### config.mk
export PLATFORM = sky130hd
export DESIGN_NAME = gpo_port
export DESIGN_NICKNAME = d
export VERILOG_FILES = /design/src/rtl/gpo_pkg.sv /design/src/rtl/gpo_pulse_timer.sv /design/src/rtl/gpo_port.sv
export SDC_FILE = /design/constraint.sdc
export NUM_CORES = 1
export LEC_CHECK = 0
export ABC_AREA = 1
export CAP_MARGIN = 20
export CORE_AREA = 2 2 94 78
export DETAILED_ROUTE_END_ITERATION = 16
export DIE_AREA = 0 0 96 80
export PLACE_DENSITY = 0.7
export SETUP_SLACK_MARGIN = 0.05
export SLEW_MARGIN = 5
export SYNTH_ARGS = -nofsm -noshare
export SYNTH_HDL_FRONTEND = slang
export SYNTH_HIERARCHICAL = 1
export SYNTH_SLANG_ARGS = --single-unit
### constraint.sdc
create_clock -name clk -period 2.65 [get_ports clk]
set_input_delay 0.795 -clock clk [delete_from_list [all_inputs] [get_ports clk]]
set_output_delay 0.795 -clock clk [all_outputs]
set_load 0.02 [all_outputs]
### src/rtl/gpo_pkg.sv
// Shared constants and types for the gpo_port general-purpose output peripheral.
package gpo_pkg;

  localparam logic [1:0] ADDR_ODR   = 2'd0;
  localparam logic [1:0] ADDR_BSR   = 2'd1;
  localparam logic [1:0] ADDR_TGL   = 2'd2;
  localparam logic [1:0] ADDR_PULSE = 2'd3;

  localparam int BSR_CLR_LSB    = 16;
  localparam int PULSE_LEN_LSB  = 16;
  localparam int PULSE_BUSY_BIT = 15;

  typedef enum logic {
    IDLE   = 1'b0,
    ACTIVE = 1'b1
  } pulse_state_t;

endpackage

### src/rtl/gpo_pulse_timer.sv
// One-shot pulse engine: holds a pin mask active for a programmed number of clocks.
//   state  | meaning
//   IDLE   | no inversion applied; waits for a start with non-zero mask and length
//   ACTIVE | inversion applied; pcnt counts down, returns to IDLE when it reaches 1
module gpo_pulse_timer
  import gpo_pkg::*;
#(
  parameter int WIDTH = 4,
  parameter int CNT_W = 16
) (
  input  logic             clk,
  input  logic             reset_n,
  input  logic             start,
  input  logic [WIDTH-1:0] mask,
  input  logic [CNT_W-1:0] len,
  output logic             active,
  output logic [WIDTH-1:0] pmask,
  output logic [CNT_W-1:0] pcnt
);

  pulse_state_t     state_q, state_d;
  logic [WIDTH-1:0] pmask_q, pmask_d;
  logic [CNT_W-1:0] pcnt_q,  pcnt_d;

  always_ff @(posedge clk or negedge reset_n) begin
    if (!reset_n) begin
      state_q <= IDLE;
      pmask_q <= '0;
      pcnt_q  <= '0;
    end else begin
      state_q <= state_d;
      pmask_q <= pmask_d;
      pcnt_q  <= pcnt_d;
    end
  end

  always_comb begin
    state_d = state_q;
    pmask_d = pmask_q;
    pcnt_d  = pcnt_q;
    case (state_q)
      IDLE: begin
        if (start && (len != '0) && (mask != '0)) begin
          state_d = ACTIVE;
          pmask_d = mask;
          pcnt_d  = len;
        end
      end
      ACTIVE: begin
        // Terminal count at 1 so the counter never wraps; starts while busy are dropped.
        if (pcnt_q == CNT_W'(1)) begin
          state_d = IDLE;
          pcnt_d  = '0;
        end else begin
          pcnt_d = pcnt_q - CNT_W'(1);
        end
      end
    endcase
  end

  assign active = (state_q == ACTIVE);
  assign pmask  = pmask_q;
  assign pcnt   = pcnt_q;

endmodule

### src/rtl/gpo_port.sv
// Memory-mapped output port: ODR with set/clear and toggle writes, plus a pulse
// engine whose mask is XORed onto the pins while it runs.
module gpo_port
  import gpo_pkg::*;
#(
  parameter int WIDTH = 4,
  parameter int CNT_W = 16
) (
  input  logic             clk,
  input  logic             reset_n,
  input  logic             ce,
  input  logic             wr_en,
  input  logic [1:0]       addr,
  input  logic [31:0]      wdata,
  output logic [31:0]      rdata,
  output logic [WIDTH-1:0] outPort,
  output logic             pulse_busy
);

  logic [WIDTH-1:0] odr_q, odr_d;
  logic             wr;
  logic             pulse_start;
  logic             active;
  logic [WIDTH-1:0] pmask;
  logic [CNT_W-1:0] pcnt;
  logic [15:0]      pcnt_ext;
  logic [WIDTH-1:0] bsr_set, bsr_clr;

  assign wr          = ce & wr_en;
  assign pulse_start = wr && (addr == ADDR_PULSE);
  assign bsr_set     = wdata[WIDTH-1:0];
  assign bsr_clr     = wdata[BSR_CLR_LSB +: WIDTH];

  always_ff @(posedge clk or negedge reset_n) begin
    if (!reset_n) odr_q <= '0;
    else          odr_q <= odr_d;
  end

  always_comb begin
    odr_d = odr_q;
    if (wr) begin
      case (addr)
        ADDR_ODR: odr_d = wdata[WIDTH-1:0];
        // Clear first, then set, so set wins on a bit named in both fields.
        ADDR_BSR: odr_d = (odr_q & ~bsr_clr) | bsr_set;
        ADDR_TGL: odr_d = odr_q ^ wdata[WIDTH-1:0];
        default:  odr_d = odr_q;
      endcase
    end
  end

  gpo_pulse_timer #(
    .WIDTH (WIDTH),
    .CNT_W (CNT_W)
  ) u_pulse_timer (
    .clk     (clk),
    .reset_n (reset_n),
    .start   (pulse_start),
    .mask    (wdata[WIDTH-1:0]),
    .len     (wdata[PULSE_LEN_LSB +: CNT_W]),
    .active  (active),
    .pmask   (pmask),
    .pcnt    (pcnt)
  );

  assign pcnt_ext = 16'(pcnt);

  always_comb begin
    rdata = '0;
    if (ce && !wr_en) begin
      case (addr)
        ADDR_ODR: rdata[WIDTH-1:0] = odr_q;
        ADDR_PULSE: begin
          rdata[WIDTH-1:0]      = pmask;
          rdata[PULSE_BUSY_BIT] = active;
          rdata[31:16]          = pcnt_ext;
        end
        default: rdata = '0;
      endcase
    end
  end

  assign outPort    = odr_q ^ (active ? pmask : '0);
  assign pulse_busy = active;

endmodule
==> flow_metrics.env, run 1 <==
export IMPL_status="finished clean"
export IMPL_period_share=0.9616
export IMPL_ir_drop_v=0.0001549
export IMPL_swShare=0.3167
export IMPL_ys_seq_elements=25
export IMPL_yosys_warnings=6
export IMPL_clock_path_buffers=2
export IMPL_crit_start="addr[0]"
export IMPL_internal_power_mw=0.6081
export IMPL_worstMarginPinSlew_ns=0.6466
export IMPL_top_layer="met4"
export IMPL_mostFrequentLayoutCell="nand2_1"
export IMPL_clkPwrFrac=0.268
export IMPL_p_comb_frac=0.268
export IMPL_numCtsBuffers=3
export IMPL_grt_pass1_wl_um=9777
export IMPL_drc_errors=0
export IMPL_overflow=0
export IMPL_final_cell_mix="114 x nand2_1, 49 x nor2_1, 42 x inv_1"
export IMPL_synth_fa_ha_area_frac=0.03831
export IMPL_setup_worst_path_end_class="output port"
export IMPL_synth_top_area_cell="dfrtp_1"
export IMPL_die_h_um=80
export IMPL_pwr_density_cell_nw_per_um2=293.5
export IMPL_rows=27
export IMPL_rsz0062_at_grt="false"
export IMPL_syn2layout_area_growth_pct=32.68
export IMPL_r2r_start="u_pulse_timer/pcnt[1]"
export IMPL_fin_cells=507
export IMPL_p_sw_mw=0.2819
export IMPL_syn_area_um2=2286
export IMPL_finalHoldViolCount=0
export IMPL_synth_top_family_by_area="simple AND/OR/NAND/NOR gates"
export IMPL_cts_clk_slew_worst_paths_ns=0.10
export IMPL_finalSetupViolCount=0
export IMPL_synth_top_area_share=0.2737
export IMPL_ios=75
export IMPL_initial_core_util=0.3400
export IMPL_num_vias=2319
export IMPL_viasPerCell=4.574
export IMPL_drv_cap=0
export IMPL_wl_met1_um=2664
export IMPL_postCtsHoldBufs=0
export IMPL_synthCells=355
export IMPL_holdCritStartpoint="u_pulse_timer/pmask[0]"
export IMPL_final_layout_size_suffix_gt1_frac=0.2214
export IMPL_route_met3_wl_um=435
export IMPL_ant_nets=0
export IMPL_syn_area_per_cell_um2=6.439
export IMPL_wirelength_um=6063
export IMPL_synthSimpleGateAreaFrac=0.4226
export IMPL_antenna_cells=0
export IMPL_numPortBuffers=51
export IMPL_seq_power_share=0.464
export IMPL_cts_sinks=25
export IMPL_tns_ns=0
export IMPL_antenna_found_initial=0
export IMPL_final_net_count=466
export IMPL_clk_latency_ns=0.28
export IMPL_hold_slack_ns=0.5588
export IMPL_cts_root_buf="clkbuf_8"
export IMPL_synth_seq_area_share=0.2737
export IMPL_hpwl_um=4537
export IMPL_slew_viol_final=0
export IMPL_gp_congestion=0.8525
export IMPL_ys_types=25
export IMPL_core_area_um2=6723
export IMPL_cts_tree="done"
export IMPL_relSlewSlack=0.5689
export IMPL_die_area_um2=7680
export IMPL_wl_per_cell_um=11.96
export IMPL_critPathKind="in -> out"
export IMPL_finalCriticalPeriod_ns=2.548
export IMPL_routed_wl_met2_um=2914
export IMPL_first_global_vias=2155
export IMPL_crit_arrival_ns=1.75
export IMPL_dieWidth_um=96
export IMPL_crit_path_start_kind="input port"
export IMPL_skew_ns=0.009184
export IMPL_dp_cells=501
export IMPL_rrSetupSlack_ns=0.94
export IMPL_track_usage=0.1625
export IMPL_muxShareOfSynthArea=0
export IMPL_required_ns=1.86
export IMPL_path_max_fanout=4
export IMPL_drtPass1Iterations=5
export IMPL_synth_compound_area_frac=0.09907
export IMPL_synthTopCellsByArea="dfrtp_1 27%, nand2_1 19%, nor2_1 8.0%"
export IMPL_cts_max_level=1
export IMPL_synth_xor_area_frac=0.03448
export IMPL_p_leak_nw=1.607
export IMPL_fmax_ghz=0.3924
export IMPL_drtIter0Drc=93
export IMPL_worstHoldPathType="reg -> reg"
export IMPL_grt_max_degree=26
-- kinds of logic after synthesis --
family                   after synthesis
other                                  1
XOR/XNOR                               9
flip-flops                            25
AO/OA/AOI/OAI                         41
AND/OR/NAND/NOR                      209
adder cells (fa/ha/maj)                7
buffers and inverters                 63
-- per-layer routing --
metal | up-vias | GRT usage
met1 | 1053 | 0.2135
met2 | 74 | 0.2736
met3 | 7 | 0.02927
met4 | 0 | 0.04000
li1 | 1185 | -
met5 | - | 0
-- power by group through the flow --
stage	logic [mW]	registers [mW]	clock network, mW
3_3_place_gp	0.226	0.420	0
5_1_grt	0.260	0.416	0.261
4_1_cts	0.234	0.413	0.246
3_5_place_dp	0.229	0.421	0
2_1_floorplan	0.123	0.413	0
6_report	0.238	0.413	0.239
-- stage by stage --
step	power (mW)	instance area (um2)	utilization	setup WS, ns
floorplan	0.5356	2323	-	0.1707
global placement	0.6461	2952	0.4390	-0.6975
detailed placement	0.6493	2952	0.4390	-0.7629
CTS	0.8939	3002	0.4465	0.05486
global route	0.9362	3033	0.4511	0.04984
finish	0.8900	3033	0.4511	0.1017
-- flip-flops by register name, indices dropped and copies added (netlist names) --
name,cells
u_pulse_timer/pcnt,16
u_pulse_timer/active,1
odr_q,4
u_pulse_timer/pmask,4
-- Yosys cell counts --
| cell type | n |
|---|---|
| a21boi_2 | 1 |
| a21oi_1 | 13 |
| a21oi_2 | 4 |
| buf_2 | 1 |
| buf_4 | 12 |
| buf_6 | 2 |
| clkbuf_1 | 1 |
| conb_1 | 1 |
| dfrtp_1 | 25 |
| ha_1 | 7 |
| inv_1 | 43 |
| inv_2 | 4 |
| nand2_1 | 115 |
| nand2_2 | 6 |
| nand2_4 | 2 |
| nand3_1 | 11 |
| nand3_2 | 3 |
| nand3b_1 | 1 |
| nand4_1 | 1 |
| nor2_1 | 49 |
| nor2_2 | 9 |
| nor2_4 | 12 |
| o21ai_0 | 23 |
| xnor2_1 | 5 |
| xor2_1 | 4 |
-- cell type report --
type,count,area (um2)
Tap cell,87,108.9
Sequential cell,25,626.9
Timing Repair Buffer,67,611.8
Fill cell,690,3690
Multi-Input combinational cell,277,1463
Inverter,47,176.4
Clock inverter,1,5.005
Clock buffer,3,41.29
-- path summary, 6_finish.rpt --
kind                                           to  cells past startpoint
max in group asynchronous    u_pulse_timer/active                      2
min in group asynchronous   u_pulse_timer/pcnt[8]                      2
hold / removal             u_pulse_timer/pmask[0]                      2
hold reg to reg            u_pulse_timer/pmask[0]                      2
setup reg to reg           u_pulse_timer/pcnt[15]                      7
setup / recovery                         rdata[2]                      7
-- critical path, stage by stage --
cell and delay [ns]:
clkdlybuf4s15_2 0.21, inv_1 0.12, ha_4 0.22, inv_2 0.07, nand2_4 0.08, a21oi_2 0.11, buf_4 0.15
-- timing repair --
| action | CTS | global route |
|---|---|---|
| gates cloned | 1 | 0 |
| setup endpoints to repair | 21 | 8 |
| gates resized for setup | 114 | 7 |
| setup buffers | 1 | 0 |
| pin swaps | 2 | 0 |
| hold endpoints to repair | 0 | 0 |
Note: power is estimated with default switching activity, not from simulation.
==> run 2: changes to the inputs <==
==> constraint.sdc (replaced) <==
create_clock -name clk -period 2.7 [get_ports clk]
set_input_delay 0.81 -clock clk [delete_from_list [all_inputs] [get_ports clk]]
set_output_delay 0.81 -clock clk [all_outputs]
set_load 0.02 [all_outputs]
==> run 2 against run 1 <==
Compared with the run above:
- non-clock buffer count shrank 1
- critical path depth is the same
- sequential share of layout area grew 0.17 points
- highest routed layer unchanged
==> flow_metrics.env, run 2 (synthesis gave the netlist of run 1 again) <==
export IMPL_status="finished clean"
export IMPL_crit_start="addr[1]"
export IMPL_ios=75
export IMPL_final_net_count=465
export IMPL_cts_tree="done"
export IMPL_cts_sinks=25
export IMPL_seq_power_share=0.467
export IMPL_grt_pass1_wl_um=10050
export IMPL_syn2layout_area_growth_pct=31.58
export IMPL_period_share=0.9585
export IMPL_mostFrequentLayoutCell="nand2_1"
export IMPL_viasPerCell=4.551
export IMPL_holdCritStartpoint="u_pulse_timer/pmask[1]"
export IMPL_numCtsBuffers=3
export IMPL_rsz0062_at_grt="false"
export IMPL_placed_cell_area_um2=2944
export IMPL_internal_power_mw=0.5960
export IMPL_grt_max_degree=26
export IMPL_place_ws_ns=-0.7415
export IMPL_critPathKind="in -> out"
export IMPL_clkPwrFrac=0.266
export IMPL_numPortBuffers=51
export IMPL_cts_root_buf="clkbuf_8"
export IMPL_swShare=0.3155
export IMPL_pwr_density_cell_nw_per_um2=289.4
export IMPL_cts_max_level=1
export IMPL_crit_family="buffers and inverters"
export IMPL_final_cell_mix="114 x nand2_1, 49 x nor2_1, 40 x inv_1"
export IMPL_clk_latency_ns=0.27
export IMPL_drtPass1Iterations=5
export IMPL_ir_drop_v=0.0001601
export IMPL_rows=27
export IMPL_drc_errors=0
export IMPL_postCtsHoldBufs=0
export IMPL_cp_buffers_inverters=4
export IMPL_path_max_fanout=4
export IMPL_fin_cells=506
export IMPL_crit_arrival_ns=1.78
export IMPL_fin_area_um2=3008
export IMPL_num_vias=2303
export IMPL_fill_cells=715
export IMPL_skew_ns=0.002781
export IMPL_finalHoldViolCount=0
export IMPL_worstHoldPathType="reg -> reg"
export IMPL_relSlewSlack=0.5638
export IMPL_largest_reg_flops=16
export IMPL_slew_viol_final=0
export IMPL_ant_nets=0
export IMPL_dp_cells=500
export IMPL_first_global_vias=2169
export IMPL_r2r_start="u_pulse_timer/pcnt[1]"
export IMPL_p_leak_nw=1.599
export IMPL_cp_slowest_stage_delay_ns=0.24
export IMPL_worstPathCellList="clkdlybuf4s15_1 > inv_2 > ha_4 > inv_2 > nand2_4 > a21oi_2 > buf_4"
export IMPL_wirelength_um=6174
export IMPL_finalSetupViolCount=0
export IMPL_gp_congestion=0.8681
export IMPL_crit_path_start_kind="input port"
export IMPL_dieWidth_um=96
export IMPL_worstMarginPinSlew_ns=0.6542
export IMPL_wl_per_cell_um=12.20
export IMPL_drv_cap=0
export IMPL_core_area_um2=6723
export IMPL_cp_common_cell="inv_2"
export IMPL_drtIter0Drc=118
export IMPL_overflow=0
export IMPL_antenna_found_initial=0
export IMPL_cts_clk_slew_worst_paths_ns=0.09
export IMPL_required_ns=1.89
export IMPL_die_area_um2=7680
export IMPL_clock_path_buffers=2
export IMPL_initial_core_util=0.3400
export IMPL_layout_setup_ws_ns=0.1121
export IMPL_p_sw_mw=0.2746
export IMPL_track_usage=0.1653
export IMPL_antenna_cells=0
export IMPL_slowest_stage="clkdlybuf4s15_1"
export IMPL_die_h_um=80
export IMPL_hpwl_um=4571
export IMPL_hold_slack_ns=0.5548
export IMPL_p_comb_frac=0.266
export IMPL_final_layout_size_suffix_gt1_frac=0.2220
export IMPL_finalCriticalPeriod_ns=2.588
export IMPL_setup_worst_path_end_class="output port"
export IMPL_fmax_ghz=0.3864
## run 2: changes by cell type in the layout (fill, tap and decap cells not counted), sizes merged
cell,delta
dlygate4sd2,-1
## run 2: worst min-delay path: stages, from the launching register on
cell and delay [ns]:
dfrtp_1 0.38, o21ai_0 0.09, nand2_1 0.05
## run 2: path summary, 6_finish.rpt
| check | end | depth (start not counted) | slack (ns) |
|---|---|---|---|
| worst max-delay path | rdata[3] | 7 | 0.11 |
| worst min-delay path | u_pulse_timer/pmask[1] | 2 | 0.55 |
| worst max register to register | u_pulse_timer/pcnt[9] | 7 | 0.99 |
| worst min register to register | u_pulse_timer/pmask[1] | 2 | 0.55 |
| max in group asynchronous | u_pulse_timer/active | 2 | 1.52 |
| min in group asynchronous | u_pulse_timer/pcnt[5] | 2 | 0.90 |
## run 2: layer usage
metal / share of wire / vias to the layer above / global-route usage
met3: 0.071 / 6 / 0.02927
met2: 0.48 / 73 / 0.2833
li1: - / 1184 / -
met5: 0 / - / 0
met4: 0.0065 / 0 / 0.03000
met1: 0.44 / 1040 / 0.2178
## run 2: power groups by stage
stage	sequential, mW	clock [mW]	combinational (mW)
final	0.407	0.232	0.232
after global routing	0.410	0.255	0.254
after CTS	0.406	0.236	0.231
after detailed placement	0.413	0	0.224
after global placement	0.413	0	0.222
after floorplan	0.405	0	0.120
## run 2: what timing repair did
item / CTS / global route
resized for setup: 115 / 7
setup buffers: 1 / 0
endpoints found under the hold margin: 0 / 0
pin swaps: 2 / 1
endpoints found under the setup margin: 21 / 7
cloned: 1 / 0
## run 2: cell type report
class	instances	area [um2]	share of cell area
Clock inverter	1	5.005	0.001664
Tap cell	87	108.9	0.03619
Clock buffer	3	41.29	0.01373
Multi-Input combinational cell	277	1458	0.4846
Timing Repair Buffer	66	591.8	0.1968
Inverter	47	176.4	0.05865
Sequential cell	25	626.9	0.2084
## run 2: per-stage QoR
stage	util	power [mW]	setup TNS [ns]
2_1_floorplan	-	0.5257	0
3_3_place_gp	0.4379	0.6344	-12.41
3_5_place_dp	0.4379	0.6372	-13.34
4_1_cts	0.4461	0.8735	0
5_1_grt	0.4474	0.9184	0
6_report	0.4474	0.8706	0
